### src/rtl/iir_chan_sched_if.sv
// Operation bus between the channel scheduler (master) and the shared biquad datapath (slave).
// The datapath answers each op with dp_y0 combinationally in the same cycle.
interface iir_chan_sched_if #(
    parameter int DWIDTH = 24,
    parameter int CHW    = 2,
    parameter int STW    = 4
);
    logic              op_vld;
    logic [CHW-1:0]    op_ch;
    logic [STW-1:0]    op_stage;
    logic              op_first;
    logic              op_last;
    logic [DWIDTH-1:0] op_x;
    logic [DWIDTH-1:0] dp_y0;

    modport master (
        output op_vld, op_ch, op_stage, op_first, op_last, op_x,
        input  dp_y0
    );

    modport slave (
        input  op_vld, op_ch, op_stage, op_first, op_last, op_x,
        output dp_y0
    );
endinterface

### src/rtl/iir_chan_sched.sv
// Round-robin scheduler time-sharing one biquad datapath across NCH channels,
// each a cascade of CASCADE_LEVEL sections; one (channel, stage) op per cycle.
module iir_chan_sched #(
    parameter int NCH           = 4,
    parameter int CASCADE_LEVEL = 10,
    parameter int DWIDTH        = 24
) (
    input  logic                      clk,
    input  logic                      rst,
    input  logic                      block_en,
    input  logic [NCH-1:0]            ch_vld,
    input  logic [NCH*DWIDTH-1:0]     ch_din,
    output logic [NCH-1:0]            ch_ovf,
    iir_chan_sched_if.master          dp,
    output logic                      dout_vld,
    output logic [$clog2(NCH)-1:0]    dout_ch,
    output logic [DWIDTH-1:0]         dout,
    output logic                      busy
);
    localparam int CHW = $clog2(NCH);
    localparam int STW = (CASCADE_LEVEL > 1) ? $clog2(CASCADE_LEVEL) : 1;

    typedef enum logic {IDLE, RUN} state_t;

    state_t                       state_reg;
    logic [CHW-1:0]               ptr_reg;
    logic [CHW-1:0]               cur_ch_reg;
    logic [STW-1:0]               stage_reg;
    logic [DWIDTH-1:0]            x_lat_reg;
    logic [DWIDTH-1:0]            dout_reg;
    logic [CHW-1:0]               dout_ch_reg;
    logic                         dout_vld_reg;

    logic                         clr;
    logic                         run;
    logic                         last_stage;
    logic                         any_pend;
    logic                         grant;
    logic [CHW-1:0]               winner;
    logic [NCH-1:0]               pend;
    logic [NCH-1:0][DWIDTH-1:0]   smp;

    assign clr        = rst || !block_en;
    assign run        = (state_reg == RUN);
    assign last_stage = (stage_reg == STW'(CASCADE_LEVEL - 1));
    assign any_pend   = |pend;
    // In IDLE stage is held at 0, so a grant is possible whenever anything is pending.
    assign grant      = any_pend && (!run || last_stage);

    // Search starts one past the last granted channel and wraps.
    always_comb begin
        int  idx;
        logic found;
        winner = ptr_reg;
        found  = 1'b0;
        idx    = 0;
        for (int i = 1; i <= NCH; i++) begin
            idx = int'(ptr_reg) + i;
            if (idx >= NCH) idx = idx - NCH;
            if (!found && pend[CHW'(idx)]) begin
                winner = CHW'(idx);
                found  = 1'b1;
            end
        end
    end

    for (genvar gi = 0; gi < NCH; gi++) begin : g_ch
        logic [DWIDTH-1:0] smp_reg;
        logic              pend_reg;
        logic              ovf_reg;
        logic              win;

        assign win = grant && (winner == CHW'(gi));

        // A strobe on the channel's own grant cycle refills the slot being emptied.
        always_ff @(posedge clk) begin
            if (clr) begin
                smp_reg  <= '0;
                pend_reg <= 1'b0;
                ovf_reg  <= 1'b0;
            end else begin
                ovf_reg <= ch_vld[gi] && pend_reg && !win;
                if (ch_vld[gi] && (!pend_reg || win)) begin
                    smp_reg  <= ch_din[gi*DWIDTH +: DWIDTH];
                    pend_reg <= 1'b1;
                end else if (win) begin
                    pend_reg <= 1'b0;
                end
            end
        end

        assign pend[gi]   = pend_reg;
        assign smp[gi]    = smp_reg;
        assign ch_ovf[gi] = ovf_reg;
    end

    always_ff @(posedge clk) begin
        if (clr) begin
            state_reg    <= IDLE;
            ptr_reg      <= CHW'(NCH - 1);
            cur_ch_reg   <= '0;
            stage_reg    <= '0;
            x_lat_reg    <= '0;
            dout_reg     <= '0;
            dout_ch_reg  <= '0;
            dout_vld_reg <= 1'b0;
        end else begin
            dout_vld_reg <= 1'b0;
            if (run && last_stage) begin
                dout_reg     <= dp.dp_y0;
                dout_ch_reg  <= cur_ch_reg;
                dout_vld_reg <= 1'b1;
            end
            case (state_reg)
                IDLE: begin
                    if (grant) begin
                        state_reg  <= RUN;
                        cur_ch_reg <= winner;
                        x_lat_reg  <= smp[winner];
                        ptr_reg    <= winner;
                        stage_reg  <= '0;
                    end
                end
                RUN: begin
                    if (last_stage) begin
                        stage_reg <= '0;
                        if (grant) begin
                            cur_ch_reg <= winner;
                            x_lat_reg  <= smp[winner];
                            ptr_reg    <= winner;
                        end else begin
                            state_reg <= IDLE;
                        end
                    end else begin
                        stage_reg <= stage_reg + STW'(1);
                    end
                end
                default: state_reg <= IDLE;
            endcase
        end
    end

    assign dp.op_vld   = run;
    assign dp.op_ch    = cur_ch_reg;
    assign dp.op_stage = stage_reg;
    assign dp.op_first = run && (stage_reg == '0);
    assign dp.op_last  = run && last_stage;
    assign dp.op_x     = x_lat_reg;
    assign busy        = run;
    assign dout_vld    = dout_vld_reg;
    assign dout_ch     = dout_ch_reg;
    assign dout        = dout_reg;
endmodule

### src/flat_wrapper.sv
// flat-port wrapper written by rule: the top's interface ports become plain ports
module iir_chan_sched_flat 
#(
    parameter int NCH           = 4,
    parameter int CASCADE_LEVEL = 10,
    parameter int DWIDTH        = 24
)
  (clk, rst, block_en, ch_vld, ch_din, ch_ovf, dout_vld, dout_ch, dout, busy, dp_op_vld, dp_op_ch, dp_op_stage, dp_op_first, dp_op_last, dp_op_x, dp_dp_y0);
  iir_chan_sched_if #(.DWIDTH(DWIDTH), .CHW((2)), .STW((4))) dp_i ();
  input  logic clk;
  input  logic rst;
  input  logic block_en;
  input  logic [NCH-1:0] ch_vld;
  input  logic [NCH*DWIDTH-1:0] ch_din;
  output logic [NCH-1:0] ch_ovf;
  output logic dout_vld;
  output logic [$clog2(NCH)-1:0] dout_ch;
  output logic [DWIDTH-1:0] dout;
  output logic busy;
  output wire logic [$bits(dp_i.op_vld)-1:0] dp_op_vld;
  output wire logic [$bits(dp_i.op_ch)-1:0] dp_op_ch;
  output wire logic [$bits(dp_i.op_stage)-1:0] dp_op_stage;
  output wire logic [$bits(dp_i.op_first)-1:0] dp_op_first;
  output wire logic [$bits(dp_i.op_last)-1:0] dp_op_last;
  output wire logic [$bits(dp_i.op_x)-1:0] dp_op_x;
  input wire logic [$bits(dp_i.dp_y0)-1:0] dp_dp_y0;
  assign dp_op_vld = dp_i.op_vld;
  assign dp_op_ch = dp_i.op_ch;
  assign dp_op_stage = dp_i.op_stage;
  assign dp_op_first = dp_i.op_first;
  assign dp_op_last = dp_i.op_last;
  assign dp_op_x = dp_i.op_x;
  assign dp_i.dp_y0 = dp_dp_y0;
  iir_chan_sched #(.NCH(NCH), .CASCADE_LEVEL(CASCADE_LEVEL), .DWIDTH(DWIDTH)) u_core (.clk(clk), .rst(rst), .block_en(block_en), .ch_vld(ch_vld), .ch_din(ch_din), .ch_ovf(ch_ovf), .dp(dp_i), .dout_vld(dout_vld), .dout_ch(dout_ch), .dout(dout), .busy(busy));
endmodule
### config.mk
export PLATFORM = sky130hd
export DESIGN_NAME = iir_chan_sched_flat
export DESIGN_NICKNAME = d
export VERILOG_FILES = /design/src/rtl/iir_chan_sched_if.sv /design/src/rtl/iir_chan_sched.sv /design/src/flat_wrapper.sv
export SDC_FILE = /design/constraint.sdc
export NUM_CORES = 1
export LEC_CHECK = 0
export BUFFER_PORTS_ARGS = -buffer_cell sky130_fd_sc_hd__buf_2
export CELL_PAD_IN_SITES_DETAIL_PLACEMENT = 1
export CELL_PAD_IN_SITES_GLOBAL_PLACEMENT = 1
export CORE_MARGIN = 5
export CORE_UTILIZATION = 42
export DETAILED_ROUTE_END_ITERATION = 10
export MAX_ROUTING_LAYER = met4
export PLACE_DENSITY_LB_ADDON = 0.1
export SYNTH_ARGS = -nofsm -noshare
export SYNTH_HDL_FRONTEND = slang
export SYNTH_SLANG_ARGS = --single-unit
### constraint.sdc
create_clock -name clk -period 4.1 [get_ports clk]
set_input_delay 1.025 -clock clk [delete_from_list [all_inputs] [get_ports clk]]
set_output_delay 1.025 -clock clk [all_outputs]
set_load 0.01 [all_outputs]
==> results of run 1 <==
## through the flow
step	util	cell area, um^2	setup WS, ns
5_1_grt	0.533	8870	1.04
2_1_floorplan	-	7170	1.60
3_3_place_gp	0.496	8260	1.32
6_report	0.533	8870	1.19
3_5_place_dp	0.496	8260	1.27
4_1_cts	0.533	8870	1.19
## layout make-up
class,instances,area share
clock buffers,19,0.0488
clock inverters,13,0.0206
inverters,5,0.00211
multi-input cells,594,0.400
flip-flops and latches,164,0.370
well taps,220,0.0310
repair buffers,215,0.128
## placed cells by master (no fill, tap or decap), types with 2 or more instances in the layout
cell,instances
nand3b_1,2
inv_1,4
dfxtp_1,164
clkbuf_1,2
nor4_1,25
a21oi_1,35
or3_1,2
and4_1,2
nand2_1,250
o22ai_4,2
o21ai_2,2
and3_1,24
a41o_2,2
a31oi_1,2
o21ai_0,31
nor2_1,13
ha_1,3
buf_2,191
nand3_1,3
nor3_1,4
buf_4,24
a211oi_1,72
clkinv_2,3
nand2b_1,2
mux2i_1,96
and2_1,2
clkinvlp_4,4
clkbuf_16,17
bufinv_16,4
nor2b_1,6
## logic make-up (layout without fill, tap and decap cells)
family          count (synthesis)  after routing
flops                         164            164
compound gates                154            154
simple gates                  341            341
mux                            96             96
buf+inv                        77            252
fa+ha+maj                       3              3
## power breakdown
group          total [mW]  internal, mW  switching [mW]
Combinational       0.520         0.203           0.317
Sequential           1.70          1.65          0.0460
Clock                1.69          1.02           0.669
Total                3.91          2.87            1.03
## critical path, stage by stage (launching register included)
cell and delay [ns]:
dfxtp_1 0.37, nor2b_1 0.18, or3_1 0.36, buf_4 0.24
nand2_2 0.52, a41o_2 0.85, mux2i_1 0.28
## metal layers
layer  global-route usage  part of all wire  wire, um
met3               0.0379             0.047      1050
met1                0.293              0.46     10100
met2                0.382              0.48     10800
met4               0.0586             0.013       289
met5                    -                 0         0
## how the worst max path moves through the flow
stage                                                    start                                 endpoint  slack (ns)
after detailed placement  u_core.g_ch[1].pend_reg$_SDFFE_PP0P_  u_core.g_ch[3].smp_reg[18]$_SDFFE_PP0P_        1.27
final                     u_core.g_ch[1].pend_reg$_SDFFE_PP0P_   u_core.g_ch[3].smp_reg[1]$_SDFFE_PP0P_        1.19
after global placement    u_core.g_ch[3].pend_reg$_SDFFE_PP0P_   u_core.g_ch[3].smp_reg[6]$_SDFFE_PP0P_        1.32
after global routing      u_core.g_ch[3].pend_reg$_SDFFE_PP0P_  u_core.g_ch[3].smp_reg[13]$_SDFFE_PP0P_        1.04
after CTS                 u_core.g_ch[2].pend_reg$_SDFFE_PP0P_  u_core.g_ch[3].smp_reg[18]$_SDFFE_PP0P_        1.19
after floorplan             u_core.dp.op_stage[0]$_SDFFE_PP0P_                               dp_op_last        1.60
## cells in the mapped netlist
cell type	instances
nand2_1	250
dfxtp_1	164
mux2i_1	96
a211oi_1	72
clkbuf_1	45
a21oi_1	36
o21ai_0	31
nor4_1	25
and3_1	24
buf_2	13
nor2_1	13
buf_4	7
buf_6	7
nor2b_1	7
inv_1	4
nor3_1	4
ha_1	3
nand3_1	3
a31oi_1	2
a41o_1	2
and2_1	2
and4_1	2
nand2b_1	2
nand3b_1	2
or3_1	2
a22oi_1	1
a41oi_1	1
clkinv_1	1
nand2_2	1
nand3_2	1
nand4b_1	1
nor4bb_1	1
o2111ai_1	1
o21a_1	1
o21ai_1	1
o21ai_2	1
o21ba_2	1
o22ai_2	1
o22ai_4	1
o31ai_1	1
o31ai_2	1
or3_4	1
==> impl_metrics.ini, run 1 <==
[setup_path]
critical_path_class = register to register
crit_path_max_fanout = 27
rr_endpoint = u_core.g_ch[3].smp_reg[1]$_SDFFE_PP0P_
worstReg2RegStart = u_core.g_ch[1].pend_reg$_SDFFE_PP0P_
cp-start-kind = register
r2r_cells = 6
r2r_slack_ns = 1.19
crit_required_ns = 4.44
crit_arrival_ns = 3.25
crit_path_end_kind = register

[drt]
drc = 0
vias_per_cell = 5.36
wl_um = 22300
drtAntennaViolNets = 0
wire_per_inst_um = 18.1
drt-initial-drc-count = 381
first_pass_iters = 5
num_vias = 6592

[layout]
fillers = 2044
multiInputGateArea_um2 = 3550
largest_register_ffs = 96
instances_no_fill = 1230
nets = 1127
register_area_um2 = 3280
diodes = 0
area_delta_synth_final_pct = 23.7
drive_gt1_frac = 0.255

[floorplan]
core-area_um2 = 16600
initial_core_util = 0.431
die_w_um = 141
io_pins = 192
die_height_um = 141
dieArea_um2 = 19800
num_rows = 47

[clocking]
root_buffer = clkbuf_16
clkTransAtPathRegs_ns = 0.06
cts_max_path_buffers = 2
clock_latency_ns = 0.43
cts_tree = built
postCtsSetupBuffers = 0
htree_levels = 4
hold_buffers = 0
clock-sinks = 164
cts_resized = 0
numCtsBuffers = 17

[yosys]
synth_compound_area_frac = 0.142
synth_top_family_by_area = simple AND/OR/NAND/NOR gates
yosysTopAreaCell = dfxtp_1
synth.area.top_cells = dfxtp_1 (46%), mux2i_1 (13%), nand2_1 (13%)
syn_area_um2 = 7170
synth.net_count = 965
synth_top_area_frac = 0.458
synthMuxAreaShare = 0.134
synth.distinct_cells = 42
ys_seq_area_frac = 0.458
syn_area_per_cell_um2 = 8.59
synth-xor-area-share = 0
yosys_warnings = 0
synth_fa_ha_area_frac = 0.00523
syn-instance-count = 835
synth_simple_gate_area_frac = 0.208
ys_ff_latch = 164

[run]
cap_viol_max_count = 0

[sta]
rsz0062_at_grt = no
whs_ns = 0.453
worst_pin_slew_ns = 0.982
relSlewSlack = 0.344
timing.setup.tns_ns = 0
finalMaxSlewViolations = 0
fin_crit_ns = 2.91
finClkSkew_ns = 0.0108
hold_viol = 0
max_freq_ghz = 0.344
setup_violations = 0
post-route-period-util = 0.709

[hold_path]
hold_end = u_core.dout_ch[0]$_SDFFE_PP0P_
min_from = u_core.dout_ch[0]$_SDFFE_PP0P_
min_path_cells = 2
hp-class = register to register

[global_route]
antenna_found_initial = 0
grt_pass1_wl_um = 35700
overflow = 0
grt_max_degree = 58
grtUsageTotal = 0.230
grt_pass1_vias = 6774

[place]
portBuffers = 191
place_inst = 1198
globalplace.congestion = 0.767
hpwl_um = 15000

[pwr]
pwr_density_cell_nw_per_um2 = 440
power_mw = 3.91
p_leak_nw = 3.80
ir_worst_vdd_v = 0.000308

[outcome]
status = finished clean
Power figures use the tool's default switching activity.
==> inputs of run 2 (changes only) <==
- CORE_UTILIZATION: 42 -> 39
- clock period: 4.1 -> 2.9 ns (I/O delays scaled with it)
==> run 2 against run 1 <==
- routed wire length increased by 1.0%
- maximum frequency increased by 18%
- global-route usage decreased by 1.1 points
- worst hold slack got worse by 0.0010 ns
- register-to-register slack got worse by 0.76 ns
- combinational power increased by 45%
- critical path type unchanged
==> impl_metrics.ini, run 2 (synthesis gave the netlist of run 1 again) <==
[layout]
area_delta_synth_final_pct = 24.5
largest_register_ffs = 96
register_area_um2 = 3280
diodes = 0
multiInputGateArea_um2 = 3550
mostFrequentLayoutCell = nand2_1
drive_gt1_frac = 0.253
final_cell_mix = nand2_1 (250), buf_2 (191), dfxtp_1 (164)
fillers = 2192
nets = 1123

[clocking]
clock_latency_ns = 0.42
cts_resized = 0
clkTransAtPathRegs_ns = 0.06
htree_levels = 4
postCtsSetupBuffers = 0
cts_tree = built
numCtsBuffers = 17
clock-sinks = 164
hold_buffers = 0
root_buffer = clkbuf_16
cts_max_path_buffers = 2

[global_route]
grt_max_degree = 65
overflow = 0
grt_pass1_wl_um = 37000
antenna_found_initial = 0
grtUsageTotal = 0.218
grt_pass1_vias = 6975

[pwr]
power_mw = 5.55
combinationalPowerShare = 0.135
clock_power_share = 0.432
seq_power_share = 0.433
pwr_density_cell_nw_per_um2 = 622
p_leak_nw = 3.81
ir_worst_vdd_v = 0.000445
netSwitchingFraction = 0.261
p_switching_mw = 1.45
p_int_mw = 4.10

[floorplan]
core-area_um2 = 18000
die_height_um = 146
initial_core_util = 0.398
num_rows = 49
dieArea_um2 = 21200
die_w_um = 146
io_pins = 192

[drt]
drt-initial-drc-count = 322
first_pass_iters = 5
drtAntennaViolNets = 0
vias_per_cell = 5.27
drc = 0
wl_um = 22500
wire_per_inst_um = 18.2
num_vias = 6505

[sta]
setup_violations = 0
worst_pin_slew_ns = 0.809
fin_crit_ns = 2.47
max_freq_ghz = 0.405
rsz0062_at_grt = no
finClkSkew_ns = 0.00828
hold_viol = 0
post-route-period-util = 0.852
finalMaxSlewViolations = 0
relSlewSlack = 0.460
timing.setup.tns_ns = 0

[setup_path]
critical_path_class = register to register
crit_path_max_fanout = 24
crit_path_end_kind = register
r2r_cells = 5
crit_arrival_ns = 2.81
crit_required_ns = 3.24
cp-start-kind = register

[place]
globalplace.congestion = 0.803
portBuffers = 191
hpwl_um = 15200

[run]
cap_viol_max_count = 0

[hold_path]
min_path_cells = 2
hp-class = register to register

[outcome]
status = finished clean
==> run 2: cell count changes in the layout (fill, tap and decap cells not counted), sizes merged <==
cell      change
buf           -4
clkinvlp      -1
inv           +1
==> run 2: routing by layer <==
metal / up-vias / routed length (um) / global-route usage
met1: 3109 / 10400 / 0.276
met5: - / 0 / -
met4: 0 / 350 / 0.0667
met2: 150 / 10900 / 0.358
met3: 30 / 900 / 0.0386
li1: 3216 / - / -
==> run 2: stage by stage <==
step                cells  cell area (um^2)  hold WS, ns   util  worst slack (ns)
floorplan             835              7170        0.435      -             0.698
global placement     1203              8300        0.440  0.461             0.567
detailed placement   1203              8300        0.443  0.461             0.456
CTS                  1235              8930        0.455  0.495             0.406
global route         1235              8930        0.469  0.495             0.260
finish               1235              8930        0.452  0.495             0.430
==> run 2: worst max-delay path: stages, from the launching register on <==
cell and delay, ns:
dfxtp_1 0.41, nor2b_1 0.29, and2_1 0.29, or3_4 0.31
a41o_2 0.78, mux2i_1 0.30
==> run 2: worst paths after layout <==
| kind | start | to | slack, ns |
|---|---|---|---|
| max | u_core.g_ch[3].pend_reg$_SDFFE_PP0P_ | u_core.g_ch[1].smp_reg[13]$_SDFFE_PP0P_ | 0.43 |
| min | u_core.dout[9]$_SDFFE_PP0P_ | u_core.dout[9]$_SDFFE_PP0P_ | 0.45 |
| max reg2reg | u_core.g_ch[3].pend_reg$_SDFFE_PP0P_ | u_core.g_ch[1].smp_reg[13]$_SDFFE_PP0P_ | 0.43 |
| min reg2reg | u_core.dout[9]$_SDFFE_PP0P_ | u_core.dout[9]$_SDFFE_PP0P_ | 0.45 |
==> run 2: power groups by stage <==
stage	clock, mW	combinational (mW)	sequential, mW
2_1_floorplan	0	0.471	2.44
3_3_place_gp	0	0.748	2.45
3_5_place_dp	0	0.755	2.45
4_1_cts	2.45	0.763	2.40
5_1_grt	2.55	0.823	2.41
6_report	2.40	0.752	2.40
==> run 2: layout make-up <==
cell class              instances  share of cell area
clock inverters                13              0.0202
flip-flops and latches        164               0.368
multi-input cells             594               0.397
inverters                       5             0.00210
clock buffers                  19              0.0496
repair buffers                211               0.131
well taps                     229              0.0321
==> inputs of run 3 (changes only) <==
- CORE_UTILIZATION: 39 -> 30
==> run 3 against run 2 <==
- sequential power is essentially flat
- cell count grew 8.1%
- routed wire length grew 5.8%
- non-clock buffer count grew 11
- first-iteration DRC count shrank 6.5%
- power grew 3.0%
- maximum frequency grew 1.9%
- clock-buffer cell count grew 1
- critical path type unchanged
- critical endpoint is now u_core.dp.op_x[19]$_SDFFE_PP0P_
- largest cell class unchanged
- largest power group is now the clock network
- highest routed layer unchanged
==> impl_metrics.ini, run 3 (synthesis gave the netlist of run 1 again) <==
[setup_path]
crit_arrival_ns = 2.73
crit_required_ns = 3.20
crit_path_max_fanout = 28
critical_path_class = register to register
crit_path_end_kind = register
r2r_cells = 8
cp-start-kind = register

[sta]
finClkSkew_ns = 0.00924
hold_viol = 0
finalMaxSlewViolations = 0
relSlewSlack = 0.546
setup_violations = 0
worst_pin_slew_ns = 0.680
max_freq_ghz = 0.413
fin_crit_ns = 2.42
post-route-period-util = 0.836
timing.setup.tns_ns = 0
rsz0062_at_grt = no
whs_ns = 0.452

[pwr]
p_leak_nw = 3.89
pwr_density_cell_nw_per_um2 = 621
ir_worst_vdd_v = 0.000291

[drt]
wl_um = 23800
drt-initial-drc-count = 301
num_vias = 6461
wire_per_inst_um = 17.8
vias_per_cell = 4.84
drc = 0
first_pass_iters = 4
drtAntennaViolNets = 0

[outcome]
status = finished clean

[clocking]
clock_latency_ns = 0.43
hold_buffers = 0
cts_max_path_buffers = 2
cts_resized = 0
postCtsSetupBuffers = 0
cts_tree = built
numCtsBuffers = 17
clkTransAtPathRegs_ns = 0.06
root_buffer = clkbuf_16
clock-sinks = 164
htree_levels = 4

[layout]
utilization = 0.392
area_delta_synth_final_pct = 28.3
diodes = 0
multiInputGateArea_um2 = 3550
mostFrequentLayoutCell = nand2_1
instances_no_fill = 1335
final_cell_area_um2 = 9200
nets = 1134
largest_register_ffs = 96
drive_gt1_frac = 0.262
register_area_um2 = 3280
fillers = 2844
final_cell_mix = nand2_1 (250), buf_2 (191), dfxtp_1 (164)

[global_route]
grtUsageTotal = 0.180
grt_pass1_wl_um = 37000
antenna_found_initial = 0
overflow = 0
grt_pass1_vias = 6733
grt_max_degree = 43

[hold_path]
hp-class = register to register
min_path_cells = 2

[floorplan]
die_height_um = 165
die_w_um = 165
initial_core_util = 0.306
num_rows = 56
dieArea_um2 = 27100
core-area_um2 = 23500
io_pins = 192

[place]
hpwl_um = 17200
globalplace.congestion = 0.752
place_inst = 1304
portBuffers = 191
place_area_um2 = 8540

[run]
cap_viol_max_count = 0
run 3: changes by cell type in the layout (fill, tap and decap cells not counted):
cell        delta
clkinv_2       -3
clkbuf_8       +2
clkbuf_1       -1
bufinv_16      +1
clkinv_4       +1
buf_4          +8
buf_12         +3
clkinvlp_4     -1
run 3: final cells by class:
type / instances / area share
sequential: 164 / 0.357
multi-input combinational: 594 / 0.385
timing repair buffer: 222 / 0.140
inverter: 5 / 0.00204
clock inverter: 11 / 0.0214
tap: 319 / 0.0434
clock buffer: 20 / 0.0507
run 3: layer usage:
layer,share of wire,GRT usage
met5,0,-
met4,0.0086,0.0442
met3,0.039,0.0332
met2,0.48,0.296
met1,0.47,0.230
run 3: metrics by stage:
step	total power [mW]	setup WS [ns]
floorplan	2.91	0.698
global placement	3.23	0.512
detailed placement	3.24	0.467
CTS	5.79	0.471
global route	5.96	0.311
finish	5.71	0.477
run 3: where the power goes:
group | internal (mW) | switching, mW | total [mW]
Combinational | 0.317 | 0.455 | 0.772
Sequential | 2.34 | 0.0683 | 2.40
Clock | 1.60 | 0.939 | 2.54
run 3: worst paths after layout:
check,start,end,slack [ns]
max,u_core.dp.op_stage[0]$_SDFFE_PP0P_,u_core.dp.op_x[19]$_SDFFE_PP0P_,0.48
min reg2reg,u_core.dout[22]$_SDFFE_PP0P_,u_core.dout[22]$_SDFFE_PP0P_,0.45
max reg2reg,u_core.dp.op_stage[0]$_SDFFE_PP0P_,u_core.dp.op_x[19]$_SDFFE_PP0P_,0.48
min,u_core.dout[22]$_SDFFE_PP0P_,u_core.dout[22]$_SDFFE_PP0P_,0.45
run 3: worst max-delay path, cell delays in order (launching register included):
cell and delay [ns]:
dfxtp_1 0.46, ha_1 0.22, nand3b_1 0.18, a21oi_4 0.23
buf_4 0.36, o31ai_4 0.25, buf_4 0.27, a211oi_1 0.25
nor4_1 0.08
